**src/rtl/mem_access_unit.sv**
```systemverilog
// MEM-stage load/store unit: turns an EX/MEM memory op into a registered valid/ready
// data-memory transaction, stalls the pipeline until it completes and returns load data.
module mem_access_unit (
  input  logic        clk,
  input  logic        rst,
  input  logic        req_valid,
  input  logic        req_write,
  input  logic [2:0]  req_type,
  input  logic [31:0] req_addr,
  input  logic [31:0] req_wdata,
  input  logic [4:0]  req_rd,
  output logic        stall,
  output logic        req_fault,
  output logic        wb_valid,
  output logic [4:0]  wb_rd,
  output logic [31:0] wb_data,
  output logic        dmem_req,
  output logic        dmem_we,
  output logic [31:0] dmem_addr,
  output logic [31:0] dmem_wdata,
  output logic [3:0]  dmem_be,
  input  logic        dmem_ready,
  input  logic        dmem_rvalid,
  input  logic [31:0] dmem_rdata
);

  typedef enum logic [1:0] {IDLE, REQ, WAIT} state_t;

  state_t      state, state_next;
  logic        lat_write;
  logic [2:0]  lat_type;
  logic [1:0]  lat_off;
  logic [4:0]  lat_rd;
  logic        illegal, fault, accept, load_done;
  logic [3:0]  be_fmt;
  logic [31:0] wdata_fmt, shifted, load_data;
  logic [15:0] rhalf;

  always_comb begin
    illegal = req_write ? (req_type > 3'd2)
                        : (req_type == 3'b011 || req_type[2:1] == 2'b11);
    fault   = illegal
            | ((req_type[1:0] == 2'b01) & req_addr[0])
            | ((req_type[1:0] == 2'b10) & (req_addr[1:0] != 2'b00));
  end

  // Loads always read the full word; the wanted lane is extracted on the response.
  always_comb begin
    be_fmt    = 4'b1111;
    wdata_fmt = 32'h0;
    if (req_write) begin
      case (req_type[1:0])
        2'b00: begin
          be_fmt    = 4'b0001 << req_addr[1:0];
          wdata_fmt = {4{req_wdata[7:0]}};
        end
        2'b01: begin
          be_fmt    = req_addr[1] ? 4'b1100 : 4'b0011;
          wdata_fmt = {2{req_wdata[15:0]}};
        end
        default: begin
          be_fmt    = 4'b1111;
          wdata_fmt = req_wdata;
        end
      endcase
    end
  end

  always_comb begin
    state_next = state;
    stall      = 1'b0;
    accept     = 1'b0;
    load_done  = 1'b0;
    case (state)
      IDLE: begin
        if (req_valid && !fault) begin
          accept     = 1'b1;
          stall      = 1'b1;
          state_next = REQ;
        end
      end
      REQ: begin
        stall = !(lat_write && dmem_ready);
        if (dmem_ready) state_next = lat_write ? IDLE : WAIT;
      end
      WAIT: begin
        stall = !dmem_rvalid;
        if (dmem_rvalid) begin
          load_done  = 1'b1;
          state_next = IDLE;
        end
      end
      default: state_next = IDLE;
    endcase
    if (rst) stall = 1'b0;
  end

  always_comb begin
    shifted = dmem_rdata >> {lat_off, 3'b000};
    rhalf   = lat_off[1] ? dmem_rdata[31:16] : dmem_rdata[15:0];
    case (lat_type)
      3'b000:  load_data = {{24{shifted[7]}}, shifted[7:0]};
      3'b001:  load_data = {{16{rhalf[15]}}, rhalf};
      3'b100:  load_data = {24'h0, shifted[7:0]};
      3'b101:  load_data = {16'h0, rhalf};
      default: load_data = dmem_rdata;
    endcase
  end

  always_ff @(posedge clk or posedge rst) begin
    if (rst) state <= IDLE;
    else     state <= state_next;
  end

  // wb_rd/wb_data only move on a real writeback so they hold while wb_valid is low.
  always_ff @(posedge clk or posedge rst) begin
    if (rst) begin
      lat_write  <= 1'b0;
      lat_type   <= 3'b000;
      lat_off    <= 2'b00;
      lat_rd     <= 5'd0;
      dmem_req   <= 1'b0;
      dmem_we    <= 1'b0;
      dmem_addr  <= 32'h0;
      dmem_wdata <= 32'h0;
      dmem_be    <= 4'b0000;
      wb_valid   <= 1'b0;
      wb_rd      <= 5'd0;
      wb_data    <= 32'h0;
      req_fault  <= 1'b0;
    end else begin
      req_fault <= (state == IDLE) && req_valid && fault;
      wb_valid  <= 1'b0;
      if (accept) begin
        lat_write  <= req_write;
        lat_type   <= req_type;
        lat_off    <= req_addr[1:0];
        lat_rd     <= req_rd;
        dmem_req   <= 1'b1;
        dmem_we    <= req_write;
        dmem_addr  <= {req_addr[31:2], 2'b00};
        dmem_wdata <= wdata_fmt;
        dmem_be    <= be_fmt;
      end
      if (state == REQ && dmem_ready) dmem_req <= 1'b0;
      if (load_done && lat_rd != 5'd0) begin
        wb_valid <= 1'b1;
        wb_rd    <= lat_rd;
        wb_data  <= load_data;
      end
    end
  end

endmodule
```
**config.mk**
```make
export PLATFORM = sky130hd
export DESIGN_NAME = mem_access_unit
export DESIGN_NICKNAME = d
export VERILOG_FILES = /design/src/rtl/mem_access_unit.sv
export SDC_FILE = /design/constraint.sdc
export NUM_CORES = 1
export LEC_CHECK = 0
export CAP_MARGIN = 20
export CORE_ASPECT_RATIO = 0.6
export CORE_MARGIN = 2
export CORE_UTILIZATION = 63
export DETAILED_ROUTE_END_ITERATION = 16
export DONT_BUFFER_PORTS = 1
export HOLD_SLACK_MARGIN = 0.03
export PLACE_DENSITY = 0.8
export SYNTH_ARGS = -nofsm -noshare
export SYNTH_HDL_FRONTEND = slang
export SYNTH_SLANG_ARGS = --single-unit
export TNS_END_PERCENT = 30
```
**constraint.sdc**
```tcl
create_clock -name clk -period 5 [get_ports clk]
set_input_delay 1 -clock clk [delete_from_list [all_inputs] [get_ports clk]]
set_output_delay 1 -clock clk [all_outputs]
set_load 0.05 [all_outputs]
```
==> impl_summary.md <==
Critical path
The critical path's slowest cell is nor4_2. The endpoint type of the worst setup path is a primary output. Setup slack on the worst reg-to-reg path comes out at roughly 2.6 ns. At the worst endpoint, the arrival time is around 2 ns.

The worst reg2reg path depth is 5. The path type of the worst setup path is in2out. Together, buffers and inverters on the worst path number 1.

In this run the worst path has a maximum fanout of 9. In this run the critical register-to-register path is captured at wb_data[31]$_DFFE_PP0P_. The launch instance of the worst register-to-register path is lat_rd[1]$_DFFE_PP0P_.

For the worst setup path, the data required time is ~4.0 ns. Walking the worst path, the cells encountered are nor4_2 -> o211ai_4 -> a21oi_1 -> buf_4. The largest stage delay on the critical path is approximately 0.40 ns. Grouping stages by cell kind, the critical path spends the most delay in simple AND/OR/NAND/NOR gates. The startpoint class of the critical path is an input port.

Timing
The maximum frequency from static timing analysis is 334 MHz. The actual transition at the worst max-transition pin is between 0.8 and 0.9 ns. The final max-slew violation count came to 0. Across the routed clock network, the largest skew measured is 0.00558 ns.

The worst path uses between 50 and 60% of the clock period. Setup violations remaining at the end of the flow were counted as 0. The number of failing hold endpoints at the final stage is 0.

The clock period could shrink to ~3 ns. For the final routed database, the setup TNS stands at 0 ns. In this run the tightest slew margin relative to its limit is 41.7%. Setup repair after global routing left no endpoint under its margin.

Placed design
The final HPWL from detailed placement is 9.41 mm. Input and output buffers added on the ports amount to 0. Once placement finished, the instance area stood at roughly 0.0055 mm2.

Including well taps, the total number of placed cells is between 600 and 700. The global placement routability congestion is 0.900.

Cells and area
The diode insertion count for antenna repair is 0. The most common cell after layout, fill and taps aside is nand2_1. In the layout the commonest cells are 127 x nand2_1, 119 x dfrtp_1, 40 x mux2_1, 27 x o21ai_1, 24 x mux2_2. Registers take slightly below 0.003 mm2.

The net count of the finished layout is slightly above 600. The final cell count without fillers is 637. In the final layout, the multi-input gates occupy about 0.0024 mm2. The area added between synthesis and finish is 11.7%. The proportion of layout cells with a drive suffix above 1 is between 10% and 20%.

With fillers left out, the area of the finished cells amounts to just over 0.006 mm2. After filler insertion, the fill cell instance count of the layout stands at approximately 590.

Status
The flow ran to the end, and the final reports show no timing, DRC or antenna violations.

Floorplan
The initial cell density of the core is around 65%. The floorplan step set the die width to ~130 um. The number of rows created at floorplan is 26. In this run the vertical extent of the chip is between 70 and 80 um. The total area inside the core boundary comes to between 0.008 and 0.009 mm2.

The full die area is roughly 0.0096 mm2. The top-level I/O count is 220.

Power and ir drop
For this design the static power due to leakage is 2.68 nW. Power spread over the standard cell area amounts to 759 mW/mm2. The design draws between 4 and 5 mW. The largest vdd supply drop is 0.000501 V.

Clock tree
CTS saw 119 sinks. The cell at the root of the clock tree is clkbuf_16. TritonCTS built the clock tree. The maximum count of clock buffers along a single path is 2. For this design, the CTS-stage hold fixing added 0 buffers. Clock-pin slew was measured on the worst setup and hold paths at about 0.060 ns.

In this run the post-CTS setup repair buffer count came out at 0. The number of buffers created by CTS is 17. The insertion delay to the later sink of the worst-skew pair is just over 0.4 ns. CTS built an H-tree with a depth of 4. In this run, post-CTS repair resized a total of 0 instances.

Job
Max-cap violations in this run came to 0.

GRT
Entering global routing, the biggest net connects 110 pins. Summed over all layers, the global routing overflow is 0. The overall track demand over capacity in global routing is 28.6%. The global-route wire length before repair is 21.3 mm. The initial antenna violation count was 0. The via count of the first global-routing pass is between 3000 and 4000.

Logic synthesis
For this run, asynchronously set or reset flops after synthesis account for 100%. A synthesized cell averages 10.6 um2. The number of flops mapped to enable cells by yosys is 0.

The post-synthesis instance area is roughly 0.0055 mm2. In this run, distinct cell masters in the synthesized netlist total 42. The total of warnings raised by yosys is 0.

After technology mapping, the gate count stands at roughly 520. Sequential elements use 53.7% of the synthesized area. The prevailing post-synth register cell is dfrtp_1.

In this run, synthesis produced a sequential element count of around 120.

Route
The final wirelength is roughly 13 mm. In the final routed layout, each cell accounts on average for roughly 21 um. For this run, design rule violations remaining after detail routing come to 0.

The count of nets left with antenna violations once routing finished came out at 0. For this run, the detailed router's first-pass iteration total came to 5. Dividing the detail-routed via count by the number of cells gives between 6 and 7. The first routing iteration left 228 violations. The routed layout has between 3000 and 4000 vias.

Hold path
The min-delay analysis places its worst path in the category in2async.
-- per-layer routing --
layer | share of wire, % | up-vias | track usage, %
li1 | - | 1769 | -
met1 | 41 | 1924 | 37.1
met2 | 46 | 178 | 42.8
met3 | 11 | 20 | 12.9
met4 | 1.6 | 0 | 10.4
met5 | 0 | - | 0
-- registers in the layout, summed over array words and instances, names as in the netlist --
register    cells
dmem_req        1
wb_data        32
lat_type        3
wb_valid        1
req_fault       1
state           2
lat_off         2
dmem_addr      30
dmem_wdata     32
lat_write       1
wb_rd           5
lat_rd          5
dmem_be         4
-- worst max path at each step --
stage,from,to,slack [ns],depth (start not counted)
final,req_addr[0],stall,2.00,4
after global routing,req_addr[0],stall,1.91,4
after CTS,req_addr[0],stall,1.99,4
after detailed placement,req_addr[0],stall,2.01,4
after global placement,req_addr[0],stall,2.01,4
after floorplan,rst,dmem_addr[10]$_DFFE_PP0P_,0.84,1
-- kinds of logic after synthesis --
kind of cell / count (synthesis) / share of synthesized area (%)
buf+inv: 40 / 3.95
flops: 119 / 53.7
simple gates: 184 / 14.7
mux: 75 / 15.0
other cells: 1 / 0.0677
compound gates: 104 / 12.6
-- where the power goes --
group	internal (mW)	total, mW	switching (mW)
registers	1.30	2.79	1.50
clock network	0.799	1.25	0.453
logic	0.306	0.652	0.346
total	2.40	4.70	2.29
-- synthesized netlist by cell type, types with 5 or more instances --
| cell | number | share of area, % |
|---|---|---|
| nand2_1 | 127 | 8.6 |
| dfrtp_1 | 119 | 54 |
| mux2_1 | 40 | 8.1 |
| o21ai_1 | 27 | 2.4 |
| mux2_2 | 24 | 4.9 |
| nor2_1 | 23 | 1.6 |
| o21ai_0 | 19 | 1.7 |
| buf_2 | 14 | 1.3 |
| clkbuf_1 | 14 | 0.95 |
| a211oi_1 | 13 | 1.8 |
| mux2i_1 | 11 | 2.0 |
| nor2_2 | 11 | 1.2 |
| a21oi_1 | 10 | 0.90 |
| a21oi_2 | 10 | 1.6 |
| nor3b_1 | 8 | 1.1 |
| o22ai_1 | 7 | 0.79 |
| o31ai_1 | 7 | 0.95 |
| buf_6 | 5 | 1.0 |
-- final cells by class --
| class | instances | share of cell area (%) |
|---|---|---|
| clock buffer | 18 | 7.10 |
| clock inverter | 14 | 2.83 |
| inverter | 3 | 0.263 |
| multi-input combinational | 365 | 38.1 |
| sequential | 119 | 48.1 |
| tap | 112 | 2.26 |
| timing repair buffer | 6 | 1.37 |
-- worst register-to-register path, cell delays in order (launching register included) --
cell and delay [ns]:
dfrtp_1 0.40, or4_4 0.56, o21ai_4 0.69, inv_4 0.34
nor2_1 0.23, a21oi_1 0.07
-- through the flow --
step | util, % | setup WS [ns] | hold slack [ns]
finish | 72.6 | 2.00 | 0.475
global route | 72.6 | 1.91 | 0.501
global placement | 64.8 | 2.01 | 0.486
CTS | 72.0 | 1.99 | 0.508
detailed placement | 64.8 | 2.01 | 0.507
floorplan | - | 0.843 | 0.458
Note: power is estimated with default switching activity, not from simulation.
